$ cat src/rtl/rf_pkg.sv
// Shared types and constants for the architectural register file and its
// write-back scoreboard.
package rf_pkg;

  localparam int XLEN   = 32;
  localparam int NREGS  = 32;
  localparam int REG_AW = 5;
  localparam int CNT_W  = REG_AW + 1;

  typedef logic [REG_AW-1:0] reg_addr_t;
  typedef logic [XLEN-1:0]   xlen_t;
  typedef logic [CNT_W-1:0]  cnt_t;

  function automatic cnt_t popcount(input logic [NREGS-1:0] v);
    cnt_t c;
    c = '0;
    for (int i = 0; i < NREGS; i++) begin
      c = c + cnt_t'(v[i]);
    end
    return c;
  endfunction

endpackage

$ cat src/rtl/rf_scoreboard.sv
// Pending-write scoreboard: set at accepted issue, cleared at write-back,
// producing the decode stall and a registered count of pending registers.
module rf_scoreboard
  import rf_pkg::*;
(
  input  logic      clk,
  input  logic      rst_n,
  input  logic      rf_we,
  input  reg_addr_t rf_rd_addr,
  input  reg_addr_t rs1_addr,
  input  reg_addr_t rs2_addr,
  input  logic      iss_valid,
  input  logic      iss_rd_we,
  input  reg_addr_t iss_rd_addr,
  output logic      iss_stall,
  output cnt_t      pend_cnt
);

  localparam logic [NREGS-1:0] BIT0 = {{(NREGS-1){1'b0}}, 1'b1};

  logic [NREGS-1:0] pending_q, pending_d;
  logic [NREGS-1:0] set_v, clr_v;
  cnt_t             pend_cnt_q, pend_cnt_d;
  logic             stall_s;
  logic             accept_s;

  // A same-cycle write-back to the register resolves the hazard.
  function automatic logic hazard(input logic [NREGS-1:0] pend, input logic we,
                                  input reg_addr_t wa, input reg_addr_t a);
    return pend[a] && !(we && (wa == a)) && (a != '0);
  endfunction

  // Stall decision and next-state of the pending vector (set wins over clear).
  always_comb begin
    stall_s = iss_valid &&
              (hazard(pending_q, rf_we, rf_rd_addr, rs1_addr) ||
               hazard(pending_q, rf_we, rf_rd_addr, rs2_addr) ||
               (iss_rd_we && hazard(pending_q, rf_we, rf_rd_addr, iss_rd_addr)));
    accept_s   = iss_valid && !stall_s;
    clr_v      = rf_we ? (BIT0 << rf_rd_addr) : '0;
    set_v      = (accept_s && iss_rd_we && (iss_rd_addr != '0)) ? (BIT0 << iss_rd_addr) : '0;
    pending_d  = (pending_q & ~clr_v) | set_v;
    pend_cnt_d = popcount(pending_d);
  end

  // Scoreboard state and its population count update on the same edge.
  always_ff @(posedge clk or negedge rst_n) begin
    if (!rst_n) begin
      pending_q  <= '0;
      pend_cnt_q <= '0;
    end else begin
      pending_q  <= pending_d;
      pend_cnt_q <= pend_cnt_d;
    end
  end

  assign iss_stall = stall_s;
  assign pend_cnt  = pend_cnt_q;

endmodule

$ cat src/rtl/rf_wb_sink.sv
// Architectural register file receiving write-back results, with two
// write-first bypassed decode read ports and the issue scoreboard.
module rf_wb_sink
  import rf_pkg::*;
(
  input  logic             clk,
  input  logic             rst_n,
  input  logic             rf_we,
  input  logic [4:0]       rf_rd_addr,
  input  logic [XLEN-1:0]  rf_rd_data,
  input  logic [4:0]       rs1_addr,
  input  logic [4:0]       rs2_addr,
  output logic [XLEN-1:0]  rs1_data,
  output logic [XLEN-1:0]  rs2_data,
  input  logic             iss_valid,
  input  logic             iss_rd_we,
  input  logic [4:0]       iss_rd_addr,
  output logic             iss_stall,
  output logic [5:0]       pend_cnt
);

  xlen_t regs_q [NREGS];
  xlen_t regs_d [NREGS];

  // Register-file next state; x0 is held at zero.
  always_comb begin
    regs_d[0] = '0;
    for (int i = 1; i < NREGS; i++) begin
      regs_d[i] = (rf_we && (rf_rd_addr == reg_addr_t'(i))) ? rf_rd_data : regs_q[i];
    end
  end

  // Register array storage.
  always_ff @(posedge clk or negedge rst_n) begin
    if (!rst_n) begin
      for (int i = 0; i < NREGS; i++) begin
        regs_q[i] <= '0;
      end
    end else begin
      regs_q <= regs_d;
    end
  end

  // Read ports with write-first bypass from the write-back bus.
  always_comb begin
    rs1_data = (rs1_addr == '0) ? '0 :
               (rf_we && (rf_rd_addr == rs1_addr)) ? rf_rd_data : regs_q[rs1_addr];
    rs2_data = (rs2_addr == '0) ? '0 :
               (rf_we && (rf_rd_addr == rs2_addr)) ? rf_rd_data : regs_q[rs2_addr];
  end

  rf_scoreboard u_sb (
    .clk         (clk),
    .rst_n       (rst_n),
    .rf_we       (rf_we),
    .rf_rd_addr  (rf_rd_addr),
    .rs1_addr    (rs1_addr),
    .rs2_addr    (rs2_addr),
    .iss_valid   (iss_valid),
    .iss_rd_we   (iss_rd_we),
    .iss_rd_addr (iss_rd_addr),
    .iss_stall   (iss_stall),
    .pend_cnt    (pend_cnt)
  );

endmodule

$ cat config.mk
export PLATFORM = sky130hd
export DESIGN_NAME = rf_wb_sink
export DESIGN_NICKNAME = d
export VERILOG_FILES = /design/src/rtl/rf_pkg.sv /design/src/rtl/rf_scoreboard.sv /design/src/rtl/rf_wb_sink.sv
export SDC_FILE = /design/constraint.sdc
export NUM_CORES = 2
export LEC_CHECK = 0
export CAP_MARGIN = 25
export CORE_MARGIN = 8
export CORE_UTILIZATION = 55
export CTS_CLUSTER_DIAMETER = 120
export CTS_CLUSTER_SIZE = 14
export DETAILED_ROUTE_END_ITERATION = 8
export HOLD_SLACK_MARGIN = 0.06
export PLACE_DENSITY = 0.75
export SETUP_SLACK_MARGIN = 0.5
export SLEW_MARGIN = 10
export SYNTH_ARGS = -nofsm -noshare
export SYNTH_HDL_FRONTEND = slang
export SYNTH_SLANG_ARGS = --single-unit
$ cat constraint.sdc
create_clock -name clk -period 6.5 [get_ports clk]
set_clock_uncertainty 0.2 [all_clocks]
set_input_delay 1.3 -clock clk [delete_from_list [all_inputs] [get_ports clk]]
set_output_delay 1.3 -clock clk [all_outputs]
set_load 0.01 [all_outputs]
==> results.cfg <==
[outcome]
status = finished with violations
violations = negative setup slack

[layout]
fin_nets = 3886
multi_input_area_um2 = 29600
finalNonFillerCells = 5187
fillers = 7653
syn2layout_area_growth_pct = 12.0
drive_gt1_frac = 0.553
regArea_um2 = 25800

[detailed_routing]
ant_nets = 0
avgRoutedWirePerCell_um = 32.3
drt_iter0_markers = 3718
wirelength_um = 168000
drc = 0
first_pass_iters = 5
routed-via-count = 35928
viasPerCell = 6.93

[worst_hold_path]
hold_class = flop to flop

[synth]
yosysWarningCount = 0
synth-edff-count = 0
synth_area_leader_cell = dfrtp_1
synthTopCellsByArea = dfrtp_1 45%, mux4_2 23%, mux2_2 21%
synth_flop_cell = dfrtp_1
ys_types = 55
avgSynthCellArea_um2 = 15.4
synth_fp_nets = 3788
synth_seq_cells = 1030
synth_top_area_frac = 0.453
synthArstFlopShare = 1.00
netlist_instances = 3699
synth_area_um2 = 56800
ys_seq_area_frac = 0.453

[sta]
setup_violations = 5
rsz0062_at_grt = true
fin_ws_ns = -0.482
finalCritPeriodShare = 1.07
tightest_slew_ns = 1.11
finalHoldViolations = 0
tns_ns = -1.72
whs_ns = 0.312
relSlewSlack = 0.256
post-route-min-period_ns = 6.98
slew_violations = 0
fmax_mhz = 143

[critical_path]
path_cells = buf_6, buf_8, mux4_2, mux2_4, o2111ai_2, nor4b_2, or2_4, buf_12, o21a_1, fa_1, inv_1, fa_1, inv_2, fa_1, fa_1, fa_1, fa_1, fa_2, fa_2, inv_2, a21o_1, a21oi_2, xnor2_1
cpMaxStageDelayCell = fa_1
cp-start-kind = primary input
cp_slowest_stage_delay_ns = 0.53
cpMostUsedCell = fa_1
cp_max_fo = 11
endpoint_kind = flop
cp.arrival_ns = 7.33
crit_required_ns = 6.85
worstSetupPathType = primary input to flop

[global_route]
grt_start_max_net_pins = 151
grt_pass1_vias = 37704
grt_pass1_wl_um = 252000
antenna_found_initial = 5
overflow = 0
grt_util_all_layers = 0.296

[floorplanning]
start_util = 0.552
num_rows = 118
die-area_um2 = 114000
core-area_um2 = 103000
dieWidth_um = 337
ioPinCount = 128
die_h_um = 337

[clock_tree]
cts_hold_buffers = 0
ctsLongestPathBuffers = 3
insertion_delay_ns = 0.66
clk_pin_slew_ns = 0.07
cts.sinks = 1030
htree_num_levels = 3
clock-root-buffer = clkbuf_16
cts_tree = done
cts_inserted_buffers = 83

[place]
place.gp.congestion = 0.992
io_buffers = 127
dp_cells = 5060
dp_hpwl_um = 91600

[run]
maxCapViolCount = 0

[power_and_ir_drop]
powerDensity_nw_per_um2 = 302
ir_drop_mv = 0.286
power_leakage_nw = 27.2
power_mw = 19.2
-- flip-flops by register name, indices dropped and copies added (netlist names) --
signal	flops
regs_q	992
u_sb.pending_q	32
u_sb.pend_cnt	6
-- worst max-delay path: cells and delay by family --
family                   cells  cell delay, ns
adder cells (fa/ha/maj)      8            3.69
multiplexers                 2            0.77
AO/OA/AOI/OAI                4            0.58
buffers and inverters        6            0.49
AND/OR/NAND/NOR              2            0.38
XOR/XNOR                     1            0.12
-- cell usage in the layout (no fill, tap or decap), types with 4 or more instances in the layout --
master / n
a22o_1: 54
a22oi_1: 11
and3_1: 5
and3_2: 4
buf_12: 25
buf_16: 6
buf_4: 224
buf_6: 14
buf_8: 23
bufbuf_16: 6
clkbuf_16: 88
clkdlybuf4s50_1: 106
dfrtp_1: 1030
dlygate4sd2_1: 7
fa_1: 22
ha_1: 7
inv_1: 31
mux2_2: 1063
mux2i_1: 58
mux4_2: 589
nand2_1: 97
nand2_4: 8
nand2b_1: 13
nand3_1: 38
nand4_1: 6
nor2_1: 17
nor2_4: 10
nor2b_1: 16
nor3_1: 6
o21a_1: 14
o21ai_0: 87
o21ai_1: 10
o21ai_2: 4
o22ai_1: 10
o31ai_1: 8
xnor2_1: 16
-- routing by layer --
metal | global-route usage | routed length (um) | share of wire
met5 | 0 | 24 | 0.00014
met4 | 0.118 | 7950 | 0.047
met3 | 0.0535 | 12300 | 0.074
met2 | 0.486 | 82100 | 0.49
met1 | 0.395 | 65400 | 0.39
-- through the flow --
step	utilization	setup slack [ns]	area, um^2
finish	0.618	-0.482	63700
global route	0.618	-0.631	63600
CTS	0.614	-0.574	63300
detailed placement	0.588	-1.74	60600
global placement	0.588	-1.67	60600
floorplan	-	-0.919	56900
-- path summary, 6_finish.rpt --
kind / start / endpoint / cells after the start / slack [ns]
worst max-delay path: iss_rd_addr[1] / u_sb.pend_cnt[4] / 23 / -0.48
worst min register to register: regs_q[103] / regs_q[103] / 1 / 0.31
max in group asynchronous: rst_n / regs_q[176] / 2 / 4.15
worst max register to register: u_sb.pending_q[4] / u_sb.pend_cnt[4] / 23 / -0.16
min in group asynchronous: rst_n / regs_q[351] / 1 / 0.49
worst min-delay path: regs_q[103] / regs_q[103] / 1 / 0.31
-- Yosys cell counts (3+ instances only) --
master and n:
a22oi_1 12, buf_6 5, a22o_1 54, fa_1 24, clkbuf_1 236, mux4_2 589
and2_1 3, nand3_1 38, o21ai_1 7, o21ai_0 95, a2111oi_0 3, nor3b_1 4
dfrtp_1 1030, nor2_1 27, nand2b_1 14, nor2b_1 19, ha_1 8, nor3_1 7
nand2_1 107, inv_1 33, o22ai_1 10, or4_1 3, buf_1 59, nor4_1 3
and3_1 9, buf_2 92, o21a_1 14, mux2_2 1064, o22a_1 3, nand4_1 6
buf_4 10, a21oi_1 3, o31ai_1 8, xnor2_1 17, mux2i_1 58
-- power breakdown --
part,internal [mW],leakage (nW),switching [mW]
registers,7.70,13.2,0.939
clock network,2.36,1.10,2.32
logic,3.56,12.9,2.35
-- cell type report --
class / instances / share of cell area
Antenna cell: 2 / 0.0000786
Clock buffer: 88 / 0.0341
Clock inverter: 5 / 0.000983
Inverter: 33 / 0.00195
Multi-Input combinational cell: 2234 / 0.464
Sequential cell: 1030 / 0.405
Tap cell: 1380 / 0.0271
Timing Repair Buffer: 415 / 0.0665
-- logic make-up (layout without fill, tap and decap cells) --
kind of cell | after synthesis | count (layout) | share of synthesized area
AOI/OAI and AO/OA | 223 | 223 | 0.0262
other | 0 | 2 | 0
adders and majority gates | 32 | 32 | 0.0102
muxes | 1712 | 1712 | 0.455
buffers and inverters | 435 | 541 | 0.0321
DFF | 1030 | 1030 | 0.453
xor gates and xnor gates | 18 | 18 | 0.00277
and+or+nand+nor | 249 | 249 | 0.0208
-- timing repair --
item,CTS,global route
resized for setup,58,27
pin swaps,25,16
setup buffers,9,1
cloned,7,2
setup endpoints to repair,65,27
No activity file was read; power rests on OpenSTA's default activity.
